--- src/rtl/addsub_seq_nbit.sv ---
// Multi-cycle signed/unsigned adder-subtractor for the calculator datapath.
// Works through the operands one SLICE_W-bit slice per clock, LSB slice first,
// and chains the carry between slices. Subtraction is done as a + ~b + 1.
// A valid/ready handshake is used on both the request and the result side.
module addsub_seq_nbit #(
   parameter int WIDTH   = 16,
   parameter int SLICE_W = 4
) (
   input  logic             i_clk,
   input  logic             i_rst_n,
   input  logic             i_valid,
   output logic             o_ready,
   input  logic [WIDTH-1:0] i_a,
   input  logic [WIDTH-1:0] i_b,
   input  logic             i_mode,
   input  logic             i_cin,
   input  logic             i_use_cin,
   output logic             o_valid,
   input  logic             i_ready,
   output logic [WIDTH-1:0] o_sum,
   output logic             o_carry,
   output logic             o_ovf,
   output logic             o_zero,
   output logic             o_neg
);

   localparam int NSLICE = WIDTH / SLICE_W;
   localparam int IDX_W  = (NSLICE > 1) ? $clog2(NSLICE) : 1;
   localparam logic [IDX_W-1:0] LAST_IDX = IDX_W'(NSLICE - 1);

   typedef enum logic [1:0] {
      IDLE,
      RUN,
      DONE
   } state_t;

   state_t state;
   state_t next_state;

   logic [WIDTH-1:0]   a_reg;
   logic [WIDTH-1:0]   b_reg;
   logic [WIDTH-1:0]   sum_work;
   logic [WIDTH-1:0]   sum_reg;
   logic [WIDTH-1:0]   next_sum;
   logic               carry;
   logic               carry_flag;
   logic               ovf_flag;
   logic               zero_flag;
   logic [IDX_W-1:0]   idx;
   logic [SLICE_W-1:0] slice_a;
   logic [SLICE_W-1:0] slice_b;
   logic [SLICE_W-1:0] slice_sum;
   logic               slice_cout;
   logic               slice_cmsb;
   logic               accept;

   assign accept = i_valid && (state == IDLE);

   // State register
   always_ff @(posedge i_clk or negedge i_rst_n) begin
      if (!i_rst_n) begin
         state <= IDLE;
      end else begin
         state <= next_state;
      end
   end

   // Next-state logic: one RUN cycle per slice, then wait in DONE for the consumer
   always_comb begin
      next_state = state;
      case (state)
         IDLE: if (accept) next_state = RUN;
         RUN:  if (idx == LAST_IDX) next_state = DONE;
         DONE: if (i_ready) next_state = IDLE;
         default: next_state = IDLE;
      endcase
   end

   // Handshake outputs decoded from the current state
   always_comb begin
      o_ready = 1'b0;
      o_valid = 1'b0;
      case (state)
         IDLE:    o_ready = 1'b1;
         DONE:    o_valid = 1'b1;
         default: ;
      endcase
   end

   // Slice adder; the carry into the slice MSB is recovered as a ^ b ^ sum
   always_comb begin
      slice_a    = a_reg[int'(idx)*SLICE_W +: SLICE_W];
      slice_b    = b_reg[int'(idx)*SLICE_W +: SLICE_W];
      {slice_cout, slice_sum} = {1'b0, slice_a} + {1'b0, slice_b}
                              + (SLICE_W+1)'(carry);
      slice_cmsb = slice_a[SLICE_W-1] ^ slice_b[SLICE_W-1] ^ slice_sum[SLICE_W-1];
      next_sum   = sum_work;
      next_sum[int'(idx)*SLICE_W +: SLICE_W] = slice_sum;
   end

   // Operand capture, slice accumulation and result/flag commit on the last slice
   always_ff @(posedge i_clk or negedge i_rst_n) begin
      if (!i_rst_n) begin
         a_reg      <= '0;
         b_reg      <= '0;
         sum_work   <= '0;
         sum_reg    <= '0;
         carry      <= 1'b0;
         carry_flag <= 1'b0;
         ovf_flag   <= 1'b0;
         zero_flag  <= 1'b0;
         idx        <= '0;
      end else if (accept) begin
         a_reg    <= i_a;
         b_reg    <= i_b ^ {WIDTH{i_mode}};
         carry    <= i_use_cin ? i_cin : i_mode;
         sum_work <= '0;
         idx      <= '0;
      end else if (state == RUN) begin
         sum_work <= next_sum;
         carry    <= slice_cout;
         if (idx == LAST_IDX) begin
            sum_reg    <= next_sum;
            carry_flag <= slice_cout;
            ovf_flag   <= slice_cout ^ slice_cmsb;
            zero_flag  <= (next_sum == '0);
         end else begin
            idx <= idx + 1'b1;
         end
      end
   end

   assign o_sum   = sum_reg;
   assign o_carry = carry_flag;
   assign o_ovf   = ovf_flag;
   assign o_zero  = zero_flag;
   assign o_neg   = sum_reg[WIDTH-1];

endmodule

--- config.mk ---
export PLATFORM = sky130hd
export DESIGN_NAME = addsub_seq_nbit
export DESIGN_NICKNAME = d
export VERILOG_FILES = /design/src/rtl/addsub_seq_nbit.sv
export SDC_FILE = /design/constraint.sdc
export NUM_CORES = 1
export LEC_CHECK = 0
export BUFFER_PORTS_ARGS = -buffer_cell sky130_fd_sc_hd__buf_2
export CORE_UTILIZATION = 56
export CTS_CLUSTER_SIZE = 25
export DETAILED_ROUTE_END_ITERATION = 8
export PLACE_DENSITY_LB_ADDON = 0.2
export SYNTH_ARGS = -nofsm -noshare
export SYNTH_HDL_FRONTEND = slang
export SYNTH_SLANG_ARGS = --single-unit
--- constraint.sdc ---
create_clock -name i_clk -period 3.7 [get_ports i_clk]
set_clock_uncertainty 0.2 [all_clocks]
set_input_delay 0.37 -clock i_clk [delete_from_list [all_inputs] [get_ports i_clk]]
set_output_delay 0.37 -clock i_clk [all_outputs]
set_load 0.1 [all_outputs]
Word level (Yosys, flattened, before mapping)
Cells that the tools add are included.
Word-level totals
  flip-flop bits (word level): 72
  bits in latches: 0
  RAM bits: 0
  bits in read-only memories: 0
  input port bits: 39
  output and inout bits: 22
  logic and storage cells: 52
  memories kept: 0
Operators by class
  add/sub/neg operators: 4
  multipliers: 0
  divide/modulo/power cells: 0
  order comparisons: 0
  eq/ne operators: 7
  shift-type cells: 4
  multiplexer cells: 15
  bitwise gates (word level): 5
  reductions and logical operators: 7
Operators with widths (count)
  $neg 4->33: 1
  $shift 4x33->16 const A: 1
  $shiftx 4x33->16: 1
  $mux 16: 2
  $shiftx 16x5->4: 2
  $bwmux 16: 1
  $logic_not 16->1: 1
  $xor 16x16->16: 1
  $mux 2: 6
  $ne 2x2->1 const B: 3
  $pmux 2 s3: 1
  $reduce_and 3->1: 2
  $add 4x4->5: 1
  $add 5x1->5: 1
  $mux 1: 5
  $eq 2x2->1 const B: 2
  $xor 1x1->1: 3
  $add 2x1->2 const B: 1
  $eq 2x1->1 const B: 1
  $logic_not 2->1: 1
  $ne 2x1->1 const B: 1
  $reduce_and 2->1: 1
  $reduce_bool 2->1: 1
  $logic_and 1x1->1: 1
  $not 1->1: 1

Logic depth before layout (Yosys ltp)
  depth in word-level cells: 7
  depth in mapped cells: 10
  mapped depth without buffers: 9

Worst setup path before layout
Ideal clock, no wire load.
  kind: register to register
  start: register idx[0]
  end: register zero_flag (netlist: o_zero)
  setup time: 0.123 ns
  arrival time: 2.910 ns
  required time: 3.377 ns
  slack: 0.467 ns
  cell stages (with the launch flop): 10
  buffers on the path: 1
  clock period less this slack: 3.233 ns
  path through: dfrtp_1 buf_2 mux4_2 fa_1 inv_1 fa_1 nor2_1 a41oi_1 and4_1 a32o_1
On the way
  word-level cells in the longest chain between the ends: 6
  elaborated cells on any way between the ends: 11
  those cells by class: add/sub: 3; eq/ne: 1; shift: 4; mux: 1; reduce/logical: 2
RTL lines
  start: declaration: line 49  | logic [IDX_W-1:0] idx;
  start signal: assignment: line 128  | idx <= idx + 1'b1;
  $shiftx 16x5->4, on equally long branches: line 92, 93
  $add 4x4->5: line 94  | {slice_cout, slice_sum} = {1'b0, slice_a} + {1'b0, slice_b}
  $add 5x1->5: line 95  | + (SLICE_W+1)'(carry);
  $shiftx 4x33->16: line 98  | next_sum[int'(idx)*SLICE_W +: SLICE_W] = slice_sum;
  $bwmux 16: line 98
  $logic_not 16->1: line 126  | zero_flag <= (next_sum == '0);
  end signal: assignment: line 126
  end: declaration: line 48  | logic zero_flag;
Several ways; a longest one is shown, not always the timed one.
A chain may end at the register's enable or synchronous reset.

Final worst setup path
  start: register idx[1]
  end: register zero_flag (netlist: o_zero)
Same word-level chain as after synthesis.

==> flow_results.org <==
** Status
- The flow ran to the end, and the final reports show no timing, DRC or antenna violations.

** Clock network
- Clock tree from TritonCTS :: done
- In this run the number of H-tree levels came out at 3.
- Register clock-pin slew on the reported worst setup and hold paths :: 0.07 ns
- For this design, the sink count on the clock tree is 72.
- Root cell of the clock tree :: clkbuf_8
- Clock buffer count from CTS :: 9
- Insertion delay to the later sink of the worst-skew pair :: 0.34 ns
- Largest buffer count on any clock path :: 2

** STA
- The count of final hold-check violations was 0.
- Setup repair after global routing left no endpoint under its margin.
- After layout, the minimum clock period comes to 3.14 ns.
- Headroom to the max-slew limit came out at 0.379.
- The count of pins over their slew limit came to 0.
- Max frequency :: 319 MHz
- Summed over all failing endpoints, the final setup total negative slack is 0 ns.
- Period utilisation layout :: 0.848
- Setup violations remaining at the end of the flow were counted as 0.
- Slew at the pin closest to its max-slew limit :: 0.930 ns

** Final layout
- Fraction of final layout cells sized beyond drive strength 1 :: 0.217
- 0 antenna diodes ended up in the layout.
- Flip-flop and latch area :: 1800 µm²
- The filler cells instantiated in the layout total 502.
- In the final layout, the multi-input gates occupy 1630 µm².
- Synth-to-Final Area Change :: 16.2%
- At the end of the flow, the number of nets in the layout was 468.

** Global route
- Global-route wire length before repair :: 12.4 mm
- Entering global routing, the biggest net connects 58 pins.
- The total overflow left after global routing is 0.
- Vias in the first global route :: 2,703
- Overall track demand over capacity in global routing :: 0.253
- The number of antenna violations at the first check in global routing was 0.

** Yosys
- The share of synthesized area in the top cell type comes to 0.508.
- In the post-synthesis netlist, the biggest area contributors are dfrtp_1 51%, nand2_1 9.2%, o21ai_1 5.2%.
- Number of instances in the synthesized netlist :: 359
- Counting flops and latches in the post-synthesis netlist gives 72.
- Synthesized area per cell :: 9.89 µm²
- Share of the yosys chip area belonging to registers :: 0.508
- dfrtp_1 takes more of the synthesized area than any other cell.
- Post-synth design cell area :: 3550 µm²
- Number of different library cells in the post-synthesis netlist :: 37
- Yosys printed 0 warnings.
- Synthesis produced a netlist with a net count of 409.

** Drt
- ANT nets after route :: 0
- The final layout contains routed wiring with a total length of 7.38 mm.
- DRC violation count after routing :: 0
- Wire length per cell :: 14.8 µm
- The first detailed-routing pass ran for 4 iterations.
- The routed layout has 2,727 vias.
- After the first detailed-routing iteration, the DRC count stood at 145.
- Via density per instance :: 5.48

** Die
- Vertical die dimension :: 81.6 µm
- Effective utilization at floorplan :: 0.589
- 61 I/O pins were placed.
- The floorplan step defined a die boundary enclosing 6660 µm².
- Rows :: 28
- Chip width :: 81.6 µm
- The core region is 6030 µm².

** Worst setup path
- Peak fanout along the critical path :: 13
- Critical path startpoint category :: register
- For the worst setup path, the data arrival time is 3.16 ns.
- The worst setup path is captured at a register.
- Data required, critical path :: 3.73 ns
- CP Class :: reg2reg

** Placed design
- Final weighted congestion in routability-driven placement :: 0.812
- Count of buffers from port buffering :: 60
- Half-perimeter wire length of the detailed placement result :: 5.26 mm

** Min path
- Hold WC Path Type :: in2reg

** Run
- Number of max-cap violations :: 0
-- logic make-up (layout without fill, tap and decap cells) --
group / Yosys count / in the layout / synth area share
compound gates: 85 / 85 / 0.141
xor+xnor: 20 / 20 / 0.0493
fa+ha+maj: 11 / 11 / 0.0430
buf+inv: 28 / 92 / 0.0321
flops: 72 / 72 / 0.508
mux: 9 / 9 / 0.0536
simple gates: 134 / 134 / 0.173
-- worst max-delay path, cell delays in order, from the launching register on --
cell and delay [ns]:
dfrtp_1 0.65, mux4_2 0.40, fa_1 0.43, inv_1 0.08, fa_1 0.42, nor2_1 0.19
a41oi_1 0.20, and4_1 0.21, a32o_1 0.24
-- through the flow --
| stage | utilization | worst slack (ns) | hold WS [ns] | cells | instance area [µm²] |
|---|---|---|---|---|---|
| final | 0.684 | 0.561 | 0.0134 | 498 | 4120 |
| after global routing | 0.684 | 0.387 | 0.0160 | 498 | 4120 |
| after CTS | 0.684 | 0.564 | 0.00407 | 498 | 4120 |
| after detailed placement | 0.648 | 0.576 | 0.260 | 480 | 3910 |
| after global placement | 0.648 | 0.665 | 0.259 | 480 | 3910 |
| after floorplan | - | 0.467 | -0.126 | 359 | 3550 |
-- cell type report --
class | count | share of cell area
clock buffer | 13 | 0.0385
clock inverter | 3 | 0.00971
inverter | 8 | 0.00728
sequential | 72 | 0.437
tap | 75 | 0.0228
multi-input combinational | 259 | 0.396
timing repair buffer | 68 | 0.0886
-- repair_timing --
action / in CTS / in global routing
setup buffers: 0 / 0
hold buffers: 2 / 0
endpoints found under the hold margin: 35 / 0
resized for setup: 0 / 0
-- placed cells by master (no fill, tap or decap), types with 2 or more instances in the layout --
| cell type | count |
|---|---|
| and2_1 | 3 |
| buf_2 | 60 |
| buf_4 | 6 |
| clkbuf_1 | 2 |
| ha_1 | 9 |
| dlygate4sd3_1 | 2 |
| clkbuf_8 | 11 |
| inv_1 | 6 |
| xnor2_1 | 20 |
| nand2b_1 | 3 |
| a32o_1 | 3 |
| nor2b_1 | 19 |
| nor4_1 | 2 |
| a21oi_1 | 12 |
| mux4_2 | 8 |
| inv_2 | 2 |
| a41oi_1 | 2 |
| a21o_1 | 3 |
| nand2_1 | 87 |
| dfrtp_1 | 72 |
| o21ai_0 | 12 |
| clkinv_2 | 2 |
| nand3_1 | 7 |
| a22o_1 | 8 |
| o21ai_1 | 37 |
| fa_1 | 2 |
| a31oi_1 | 4 |
| nor2_1 | 7 |
-- Yosys cell counts --
| library cell | count |
|---|---|
| a21o_1 | 3 |
| a21oi_1 | 12 |
| a21oi_2 | 1 |
| a22o_1 | 8 |
| a31oi_1 | 4 |
| a32o_1 | 3 |
| a41oi_1 | 2 |
| and2_1 | 3 |
| and3b_1 | 1 |
| and3b_4 | 1 |
| and4_1 | 1 |
| and4b_1 | 1 |
| buf_1 | 2 |
| buf_2 | 4 |
| buf_4 | 1 |
| clkbuf_1 | 13 |
| dfrtp_1 | 72 |
| fa_1 | 2 |
| ha_1 | 9 |
| inv_1 | 6 |
| inv_2 | 2 |
| mux2i_1 | 1 |
| mux4_2 | 8 |
| nand2_1 | 87 |
| nand2b_1 | 3 |
| nand3_1 | 7 |
| nor2_1 | 7 |
| nor2b_1 | 19 |
| nor4_1 | 2 |
| nor4bb_1 | 1 |
| o211ai_1 | 1 |
| o21ai_0 | 12 |
| o21ai_1 | 37 |
| o221ai_1 | 1 |
| o22ai_1 | 1 |
| or4_1 | 1 |
| xnor2_1 | 20 |
-- metal layers --
layer	vias to the layer above	GRT usage	share of wire
li1	1345	-	-
met1	1297	0.325	0.44
met2	74	0.418	0.50
met3	11	0.0500	0.040
met4	0	0.107	0.016
met5	-	0	0
-- final timing paths --
| path | slack, ns | startpoint | endpoint | depth (start not counted) |
|---|---|---|---|---|
| worst max-delay path | 0.56 | idx[1]$_DFFE_PN0P_ | o_zero$_DFFE_PN0P_ | 8 |
| worst min-delay path | 0.01 | i_a[14] | a_reg[14]$_DFFE_PN0P_ | 3 |
| worst max register to register | 0.56 | idx[1]$_DFFE_PN0P_ | o_zero$_DFFE_PN0P_ | 8 |
| worst min register to register | 0.27 | o_sum[1]$_DFFE_PN0P_ | o_sum[1]$_DFFE_PN0P_ | 1 |
| max in group asynchronous | 1.90 | i_rst_n | b_reg[12]$_DFFE_PN0P_ | 3 |
| min in group asynchronous | 0.43 | i_rst_n | o_sum[4]$_DFFE_PN0P_ | 2 |
Power is left out: the tool's default activity adds up to more than one toggle a clock period on the data nets, which glitch-free logic cannot reach.
